File: src/rtl/commit_pkg.sv
// Shared types and limits for the commit-record pipeline.
package commit_pkg;

    localparam int unsigned XLEN      = 64;
    localparam int unsigned ILEN      = 32;
    localparam int unsigned DEPTH_MAX = 8;

    // One commit record as it travels from fetch to the commit port.
    typedef struct packed {
        logic [XLEN-1:0] pc;
        logic [XLEN-1:0] pre_pc;
        logic [ILEN-1:0] instr;
    } commit_rec_t;

endpackage

File: src/rtl/commit_stage.sv
// One pipeline slot: valid bit plus record, with hold and flush.
module commit_stage
    import commit_pkg::*;
#(
    parameter int unsigned W = $bits(commit_rec_t)
) (
    input  logic         i_clk,
    input  logic         i_rst_n,
    input  logic         i_hold,
    input  logic         i_flush,
    input  logic         i_up_valid,
    input  logic [W-1:0] i_up_rec,
    output logic         o_valid,
    output logic [W-1:0] o_rec
);

    logic         r_valid;
    logic [W-1:0] r_rec;

    // Valid bit: a held stage keeps its record unless flushed; otherwise
    // it takes whatever the upstream stage hands over.
    always_ff @(posedge i_clk or negedge i_rst_n) begin
        if (!i_rst_n) begin
            r_valid <= 1'b0;
        end else if (i_hold) begin
            if (i_flush) begin
                r_valid <= 1'b0;
            end
        end else begin
            r_valid <= i_up_valid;
        end
    end

    // Record payload follows the valid bit's advance; stale data is harmless.
    always_ff @(posedge i_clk or negedge i_rst_n) begin
        if (!i_rst_n) begin
            r_rec <= '0;
        end else if (!i_hold) begin
            r_rec <= i_up_rec;
        end
    end

    assign o_valid = r_valid;
    assign o_rec   = r_rec;

endmodule

File: src/rtl/commit_pipe.sv
// Commit-record pipeline with per-stage valid, backward stall, per-stage
// flush, retire counter and occupancy. DEPTH is expected in 2..DEPTH_MAX.
module commit_pipe #(
    parameter int unsigned DEPTH = 4,
    parameter int unsigned XLEN  = 64,
    parameter int unsigned ILEN  = 32
) (
    input  logic                         clk,
    input  logic                         rst,
    input  logic                         in_valid,
    input  logic [XLEN-1:0]              in_pc,
    input  logic [XLEN-1:0]              in_pre_pc,
    input  logic [ILEN-1:0]              in_instr,
    output logic                         in_ready,
    input  logic [DEPTH-1:0]             stall_vec,
    input  logic [DEPTH-1:0]             flush_vec,
    output logic                         commit,
    output logic [XLEN-1:0]              commit_pc,
    output logic [XLEN-1:0]              commit_pre_pc,
    output logic [ILEN-1:0]              commit_instr,
    output logic [63:0]                  retire_cnt,
    output logic [$clog2(DEPTH+1)-1:0]   occupancy
);

    localparam int unsigned REC_W = 2 * XLEN + ILEN;
    localparam int unsigned OCC_W = $clog2(DEPTH + 1);

    logic [DEPTH-1:0] w_hold;
    logic [DEPTH-1:0] w_up_valid;
    logic [DEPTH-1:0] w_valid;
    logic [REC_W-1:0] w_up_rec [DEPTH];
    logic [REC_W-1:0] w_rec    [DEPTH];
    logic             w_commit;
    logic [OCC_W-1:0] w_occ;
    logic [63:0]      r_retire_cnt;

    // Hold is the OR of this stage's stall and every stall downstream of it.
    always_comb begin
        w_hold            = '0;
        w_hold[DEPTH-1]   = stall_vec[DEPTH-1];
        for (int unsigned k = 1; k < DEPTH; k++) begin
            w_hold[DEPTH-1-k] = stall_vec[DEPTH-1-k] | w_hold[DEPTH-k];
        end
    end

    // Upstream hand-off: a bubble is passed on when the source stage is
    // held or flushed; stage 0 loads straight from fetch.
    always_comb begin
        w_up_valid    = '0;
        w_up_valid[0] = in_valid;
        w_up_rec[0]   = {in_pc, in_pre_pc, in_instr};
        for (int unsigned k = 1; k < DEPTH; k++) begin
            w_up_valid[k] = w_valid[k-1] & ~flush_vec[k-1] & ~w_hold[k-1];
            w_up_rec[k]   = w_rec[k-1];
        end
    end

    for (genvar g = 0; g < DEPTH; g++) begin : g_stage
        commit_stage #(
            .W (REC_W)
        ) u_stage (
            .i_clk      (clk),
            .i_rst_n    (rst),
            .i_hold     (w_hold[g]),
            .i_flush    (flush_vec[g]),
            .i_up_valid (w_up_valid[g]),
            .i_up_rec   (w_up_rec[g]),
            .o_valid    (w_valid[g]),
            .o_rec      (w_rec[g])
        );
    end

    assign w_commit = w_valid[DEPTH-1] & ~stall_vec[DEPTH-1] & ~flush_vec[DEPTH-1];

    // Retired-record counter, free-running modulo 2^64.
    always_ff @(posedge clk or negedge rst) begin
        if (!rst) begin
            r_retire_cnt <= '0;
        end else if (w_commit) begin
            r_retire_cnt <= r_retire_cnt + 64'd1;
        end
    end

    // Occupancy is the popcount of the registered valid bits.
    always_comb begin
        w_occ = '0;
        for (int unsigned k = 0; k < DEPTH; k++) begin
            w_occ = w_occ + OCC_W'(w_valid[k]);
        end
    end

    assign in_ready = ~w_hold[0];
    assign commit   = w_commit;
    assign {commit_pc, commit_pre_pc, commit_instr} = w_rec[DEPTH-1];
    assign retire_cnt = r_retire_cnt;
    assign occupancy  = w_occ;

endmodule

File: config.mk
export PLATFORM = sky130hd
export DESIGN_NAME = commit_pipe
export DESIGN_NICKNAME = d
export VERILOG_FILES = /design/src/rtl/commit_pkg.sv /design/src/rtl/commit_stage.sv /design/src/rtl/commit_pipe.sv
export SDC_FILE = /design/constraint.sdc
export NUM_CORES = 1
export LEC_CHECK = 0
export CAP_MARGIN = 40
export CORE_ASPECT_RATIO = 1.25
export CORE_UTILIZATION = 30
export DETAILED_ROUTE_END_ITERATION = 10
export HOLD_SLACK_MARGIN = 0.1
export PLACE_DENSITY_LB_ADDON = 0.25
export SYNTH_ARGS = -nofsm -noshare
export SYNTH_HDL_FRONTEND = slang
export SYNTH_SLANG_ARGS = --single-unit
File: constraint.sdc
create_clock -name clk -period 2.6 [get_ports clk]
set_input_delay 0.39 -clock clk [delete_from_list [all_inputs] [get_ports clk]]
set_output_delay 0.39 -clock clk [all_outputs]
set_load 0.02 [all_outputs]
==> flow_metrics.py, run 1 <==
metrics = {
    "sta": {
        "maxSlewViolCount": 0,
        "worst_slew_pin_slew_ps": 905.2,
        "hold_viol": 0,
        "fin_hold_ws_ps": 256.0,
        "min_period_over_period_pct": 98.04,
        "rsz0062_at_grt": "true",
        "fmax_mhz": 392.3,
        "finalSetupViolCount": 0,
        "finalCriticalPeriod_ps": 2549,
        "timing.max_slew.rel_slack_pct": 39.65,
        "clock-skew-final_ps": 23.92,
    },
    "pwr": {
        "ir_drop_mv": 0.6372,
        "p_seq_share_pct": 46.0,
        "power_density_nw_per_um2": 1011,
        "p_int_mw": 26.09,
        "p_leak_nw": 15.33,
        "combPwrFrac_pct": 24.0,
        "p_sw_share_pct": 27.49,
        "clkPwrFrac_pct": 30.1,
        "switchingPower_mw": 9.889,
    },
    "cts": {
        "htreeDepth": 3,
        "cts_sinks": 708,
        "cts_buffers": 75,
        "clk_pin_slew_ps": 60,
        "root_buffer": "clkbuf_16",
        "max-clock-path-buffers": 3,
        "cts_tree": "built",
        "clock_latency_ps": 620,
    },
    "yosys": {
        "synth_area_per_cell_um2": 16.13,
        "synth_xor_area_share_pct": 2.061,
        "synth_top_family_by_area": "multiplexers",
        "synthSimpleGateAreaFrac_pct": 3.192,
        "synth-seq-cells": 708,
        "synth_seq_area_share_pct": 66.17,
        "synth_ff_type": "dfrtp_1",
        "synth_top_area_share_pct": 66.17,
        "synth_area_um2": 26770,
        "synth-edff-count": 0,
        "synth_fa_ha_area_share_pct": 0.2150,
        "syn_inst": 1660,
        "synthMuxAreaShare_pct": 26.96,
        "synth_common_cells": "dfrtp_1 (708), mux2_2 (641), clkbuf_1 (46)",
        "synth_cell_types": 32,
        "yosys.area.top_type": "dfrtp_1",
        "yosys_warnings": 0,
        "synth.most_common_cell": "dfrtp_1",
        "async_flop_share_pct": 100.0,
        "netlist_top_cells_area": "dfrtp_1 (66%), mux2_2 (27%), xnor2_1 (1.0%)",
        "synth_compound_area_share_pct": 0.1028,
        "synth_nets": 1835,
    },
    "global_routing": {
        "grt_pass1_vias": 16892,
        "antenna_found_initial": 8,
        "grt_max_degree": 102,
        "overflow": 0,
        "grt_pass1_wl_mm": 100.9,
        "grt_use_total_pct": 14.36,
    },
    "detailed_routing": {
        "drc": 0,
        "drt_first_pass_iters": 4,
        "antenna_left": 0,
        "wirelength_mm": 64.15,
        "vias_per_cell": 4.507,
        "drt_iter0_drc": 533,
        "wl_per_cell_um": 18.95,
        "vias": 15257,
    },
    "placement": {
        "dp.cells": 3247,
        "dpl.hpwl_mm": 44.11,
        "io_buffer_count": 399,
        "place.gp.congestion": 0.8720,
    },
    "run_status": {
        "status": "completed",
    },
    "floorplan": {
        "fp.dieW_um": 269.2,
        "die_area_um2": 90450,
        "ios": 400,
        "num_rows": 122,
        "core_um2": 88530,
        "initial_utilization_pct": 30.24,
        "die_h_um": 336.0,
    },
    "worst_setup_path": {
        "critPathArrivalTime_ps": 2160,
        "crit_family": "buffers and inverters",
        "max_stage_delay_ps": 550,
        "critPathSlowestCell": "dlygate4sd3_1",
        "crit_path_end_kind": "primary output",
        "cp-start-kind": "input pin",
        "crit_type": "in -> out",
        "required_ps": 2210,
        "worstPathMaxFanout": 13,
        "path_buf_inv": 4,
        "path_cells": "dlygate4sd3_1, buf_6, or3_4, nor2_4, buf_12, buf_4",
    },
    "finish": {
        "fin_nets": 2326,
        "stdcell_count": 3385,
        "drive_gt1_share_pct": 38.97,
        "fillerInstances": 8188,
        "final_util_pct": 40.18,
        "syn_to_final_growth_pct": 32.86,
    },
    "hold_path": {
        "hold_path.class": "in -> async",
    },
    "run": {
        "maxCapViolCount": 0,
    },
}
[power by group through the flow]
stage	clock [mW]	sequential (mW)	combinational, mW
floorplan	0	17.6	3.42
global placement	0	16.6	8.58
detailed placement	0	16.8	8.77
CTS	11.3	16.6	8.81
global route	11.7	17.1	9.21
finish	10.8	16.5	8.62
[path summary, 6_finish.rpt]
path | startpoint | endpoint | slack (ps) | cells after the start
setup / recovery | stall_vec[3] | in_ready | 50 | 6
hold / removal | rst | g_stage[3].u_stage.o_rec[59] | 260 | 2
setup reg to reg | retire_cnt[25] | retire_cnt[42] | 340 | 5
hold reg to reg | retire_cnt[63] | retire_cnt[63] | 480 | 1
max in group asynchronous | rst | g_stage[0].u_stage.o_rec[12] | 1380 | 4
min in group clk | in_valid | g_stage[0].u_stage.o_valid | 350 | 3
[worst register-to-register path: stages (launching register included)]
cell and delay (ps):
dfrtp_1 480, nand4_1 260, nor4_1 620, nand4_1 260
or3_1 390, xnor2_1 130
[cells in the final DEF (no fill, tap or decap), drive strengths merged]
master,count
or3,2
or2,1
and2,1
and4,2
or4,1
nand2,22
clkinvlp,4
o21ai,1
nor3,18
o31ai,1
ha,3
xor2,31
xnor2,32
a31o,1
o22ai,1
nand4bb,1
clkinv,11
mux2,641
dlygate4sd3,2
nor2,25
diode,3
nand4,22
nand3,30
clkbuf,106
nand2b,2
buf,89
nand3b,2
inv,19
clkdlybuf4s50,393
bufinv,6
and3,10
fa,1
nor4,15
dfrtp,708
[sequential cells by signal (all words and copies together) (netlist names)]
name,flops
g_stage.u_stage.o_valid,4
retire_cnt,64
g_stage.u_stage.o_rec,640
[kinds of logic (layout without fill, tap and decap cells)]
logic type               Yosys count  count (layout)
multiplexers                     641             641
AO/OA/AOI/OAI                      4               4
AND/OR/NAND/NOR                  154             154
other                              0               3
flip-flops                       708             708
XOR/XNOR                          63              63
buffers and inverters             86             630
adder cells (fa/ha/maj)            4               4
[per-layer routing]
layer	GRT usage (%)	part of all wire [%]	up-vias
li1	-	-	6852
met1	16.87	40	7918
met2	24.85	51	380
met3	4.185	6.8	97
met4	5.143	2.3	10
met5	0	0.11	-
[cell type report]
cell class | count | area (µm²) | area share, %
repair buffers | 485 | 5082 | 14.29
diodes | 3 | 7.507 | 0.02110
clock inverters | 25 | 340.3 | 0.9567
inverters | 15 | 56.30 | 0.1583
clock buffers | 105 | 2152 | 6.050
multi-input cells | 866 | 8742 | 24.58
flip-flops and latches | 708 | 17720 | 49.81
well taps | 1178 | 1474 | 4.144
[timing repair]
item | 4_1_cts | 5_1_grt
endpoints found under the setup margin | 3 | 4
pin swaps | 0 | 1
gates cloned | 0 | 1
setup buffers | 1 | 1
hold buffers | 2 | 0
gates resized for setup | 13 | 4
endpoints found under the hold margin | 132 | 0
[through the flow]
stage	setup WS (ps)	total power, mW	TNS [ps]	instance area [µm²]
after floorplan	501.4	21.04	0	26770
after global placement	21.87	25.17	0	32990
after detailed placement	29.23	25.58	0	33010
after CTS	-31.15	36.69	-31.15	35520
after global routing	-6.066	37.95	-6.066	35570
final	50.96	35.98	0	35570
No activity file was read; power rests on OpenSTA's default activity.
==> run 2, diff against run 1 <==
--- a/config.mk
+++ b/config.mk
@@ -10,7 +10,7 @@
 export CORE_UTILIZATION = 30
 export DETAILED_ROUTE_END_ITERATION = 10
 export HOLD_SLACK_MARGIN = 0.1
-export PLACE_DENSITY_LB_ADDON = 0.25
+export SLEW_MARGIN = 15
 export SYNTH_ARGS = -nofsm -noshare
 export SYNTH_HDL_FRONTEND = slang
 export SYNTH_SLANG_ARGS = --single-unit
==> run 2 against run 1 <==
Compared with the run above:
- maximum frequency grew 0.41%
- cell count shrank 0.68%
- register-to-register slack lost 140 ps
- core utilization shrank 0.33 points
- setup slack gained 10 ps
- clock-buffer cell count grew 6
- largest cell class unchanged
- highest routed layer is now met4
==> flow_metrics.py, run 2 (synthesis results as in run 1) <==
metrics = {
    "run_status": {
        "status": "completed",
    },
    "finish": {
        "drive_gt1_share_pct": 38.39,
        "stdcell_count": 3362,
        "largest_reg_flops": 640,
        "final_common_cell": "dfrtp_1",
        "fin_nets": 2302,
        "fillerInstances": 8155,
        "syn_to_final_growth_pct": 31.77,
        "layout_common_cells": "dfrtp_1 (708), mux2_2 (641), clkdlybuf4s50_1 (393), clkbuf_16 (75), buf_4 (37)",
    },
    "cts": {
        "cts_buffers": 74,
        "clock_latency_ps": 630,
        "htreeDepth": 3,
        "cts_sinks": 708,
        "clk_pin_slew_ps": 60,
        "root_buffer": "clkbuf_16",
        "max-clock-path-buffers": 3,
        "cts_tree": "built",
    },
    "worst_setup_path": {
        "crit_path_end_kind": "primary output",
        "crit_top_cell": "inv_1",
        "crit_family": "adder cells",
        "cp-start-kind": "flop",
        "crit_type": "reg -> out",
        "max_stage_delay_ps": 440,
        "path_cells": "inv_1, fa_1, inv_1, ha_2, ha_4, buf_6",
        "worstPathMaxFanout": 2,
        "required_ps": 2210,
        "critPathArrivalTime_ps": 2150,
        "path_buf_inv": 3,
        "critPathSlowestCell": "fa_1",
    },
    "floorplan": {
        "core_um2": 88530,
        "initial_utilization_pct": 30.24,
        "ios": 400,
        "die_area_um2": 90450,
        "die_h_um": 336.0,
        "num_rows": 122,
        "fp.dieW_um": 269.2,
    },
    "pwr": {
        "ir_drop_mv": 0.6844,
        "power_density_nw_per_um2": 1018,
        "p_leak_nw": 15.19,
        "total_power_mw": 35.92,
    },
    "run": {
        "maxCapViolCount": 0,
    },
    "sta": {
        "finalCriticalPeriod_ps": 2539,
        "min_period_over_period_pct": 97.64,
        "rsz0062_at_grt": "true",
        "fmax_mhz": 393.9,
        "maxSlewViolCount": 0,
        "hold_viol": 0,
        "clock-skew-final_ps": 22.68,
        "timing.max_slew.rel_slack_pct": 52.26,
        "worst_slew_pin_slew_ps": 716.1,
        "finalSetupViolCount": 0,
    },
    "detailed_routing": {
        "wirelength_mm": 61.76,
        "vias": 15305,
        "drt_first_pass_iters": 5,
        "antenna_left": 0,
        "drt_iter0_drc": 686,
        "vias_per_cell": 4.552,
        "drc": 0,
        "wl_per_cell_um": 18.37,
    },
    "global_routing": {
        "grt_use_total_pct": 13.81,
        "grt_max_degree": 112,
        "grt_pass1_wl_mm": 98.35,
        "antenna_found_initial": 1,
        "overflow": 0,
        "grt_pass1_vias": 16647,
    },
    "placement": {
        "place.gp.congestion": 0.8699,
        "io_buffer_count": 399,
        "dpl.hpwl_mm": 42.15,
        "dp.cells": 3225,
    },
    "hold_path": {
        "hold_path.class": "in -> async",
    },
}
==> run 2: changes by cell type in the layout (fill, tap and decap cells not counted), moves of 2 or more <==
| cell | delta |
|---|---|
| buf_12 | -10 |
| bufinv_16 | -2 |
| diode_2 | -2 |
| buf_4 | -13 |
| clkbuf_16 | -3 |
| clkinv_16 | +2 |
| clkbuf_8 | +8 |
==> run 2: final timing paths <==
path	startpoint	endpoint	slack (ps)	cells past startpoint
hold / removal	rst	g_stage[0].u_stage.o_rec[53]	300	2
setup / recovery	g_stage[3].u_stage.o_valid	occupancy[1]	60	6
setup reg to reg	retire_cnt[25]	retire_cnt[56]	200	5
hold reg to reg	retire_cnt[63]	retire_cnt[63]	460	1
max in group asynchronous	rst	g_stage[3].u_stage.o_rec[10]	1290	3
min in group clk	stall_vec[1]	g_stage[2].u_stage.o_valid	370	2
==> run 2: stage by stage <==
| stage | area, µm² | util, % | setup TNS, ps | setup slack (ps) | hold WS (ps) |
|---|---|---|---|---|---|
| 2_1_floorplan | 26770 | - | 0 | 501.4 | 94.41 |
| 3_3_place_gp | 32720 | 36.95 | -746.8 | -38.71 | 351.9 |
| 3_5_place_dp | 32720 | 36.95 | -1429 | -59.31 | 350.5 |
| 4_1_cts | 35250 | 39.81 | -64.83 | -64.83 | 270.1 |
| 5_1_grt | 35280 | 39.85 | -42.45 | -42.45 | 295.7 |
| 6_report | 35280 | 39.85 | 0 | 61.42 | 298.1 |
==> run 2: layout make-up <==
cell class | instances | area (µm²) | share of cell area [%]
Antenna cell | 1 | 2.502 | 0.007093
Multi-Input combinational cell | 866 | 8742 | 24.78
Timing Repair Buffer | 462 | 4768 | 13.52
Tap cell | 1178 | 1474 | 4.178
Clock inverter | 21 | 307.8 | 0.8724
Clock buffer | 111 | 2212 | 6.270
Inverter | 15 | 56.30 | 0.1596
Sequential cell | 708 | 17720 | 50.22
==> run 2: per-layer routing <==
metal / GRT usage (%) / vias up / wire, µm
met4: 4.657 / 0 / 1609
met1: 16.36 / 8009 / 24580
met2: 23.82 / 415 / 31400
li1: - / 6788 / -
met3: 4.078 / 93 / 4171
met5: 0 / - / 0
==> run 2: where the power goes <==
part / internal, mW / switching, mW / total, mW
registers: 14.7 / 1.92 / 16.6
logic: 4.98 / 3.57 / 8.55
clock network: 6.34 / 4.44 / 10.8
==> run 2: timing repair <==
item	CTS	global route
endpoints found under the setup margin	4	2
hold buffers	2	0
resized for setup	14	6
pin swaps	0	2
hold endpoints to repair	102	0
buffers inserted	1	1
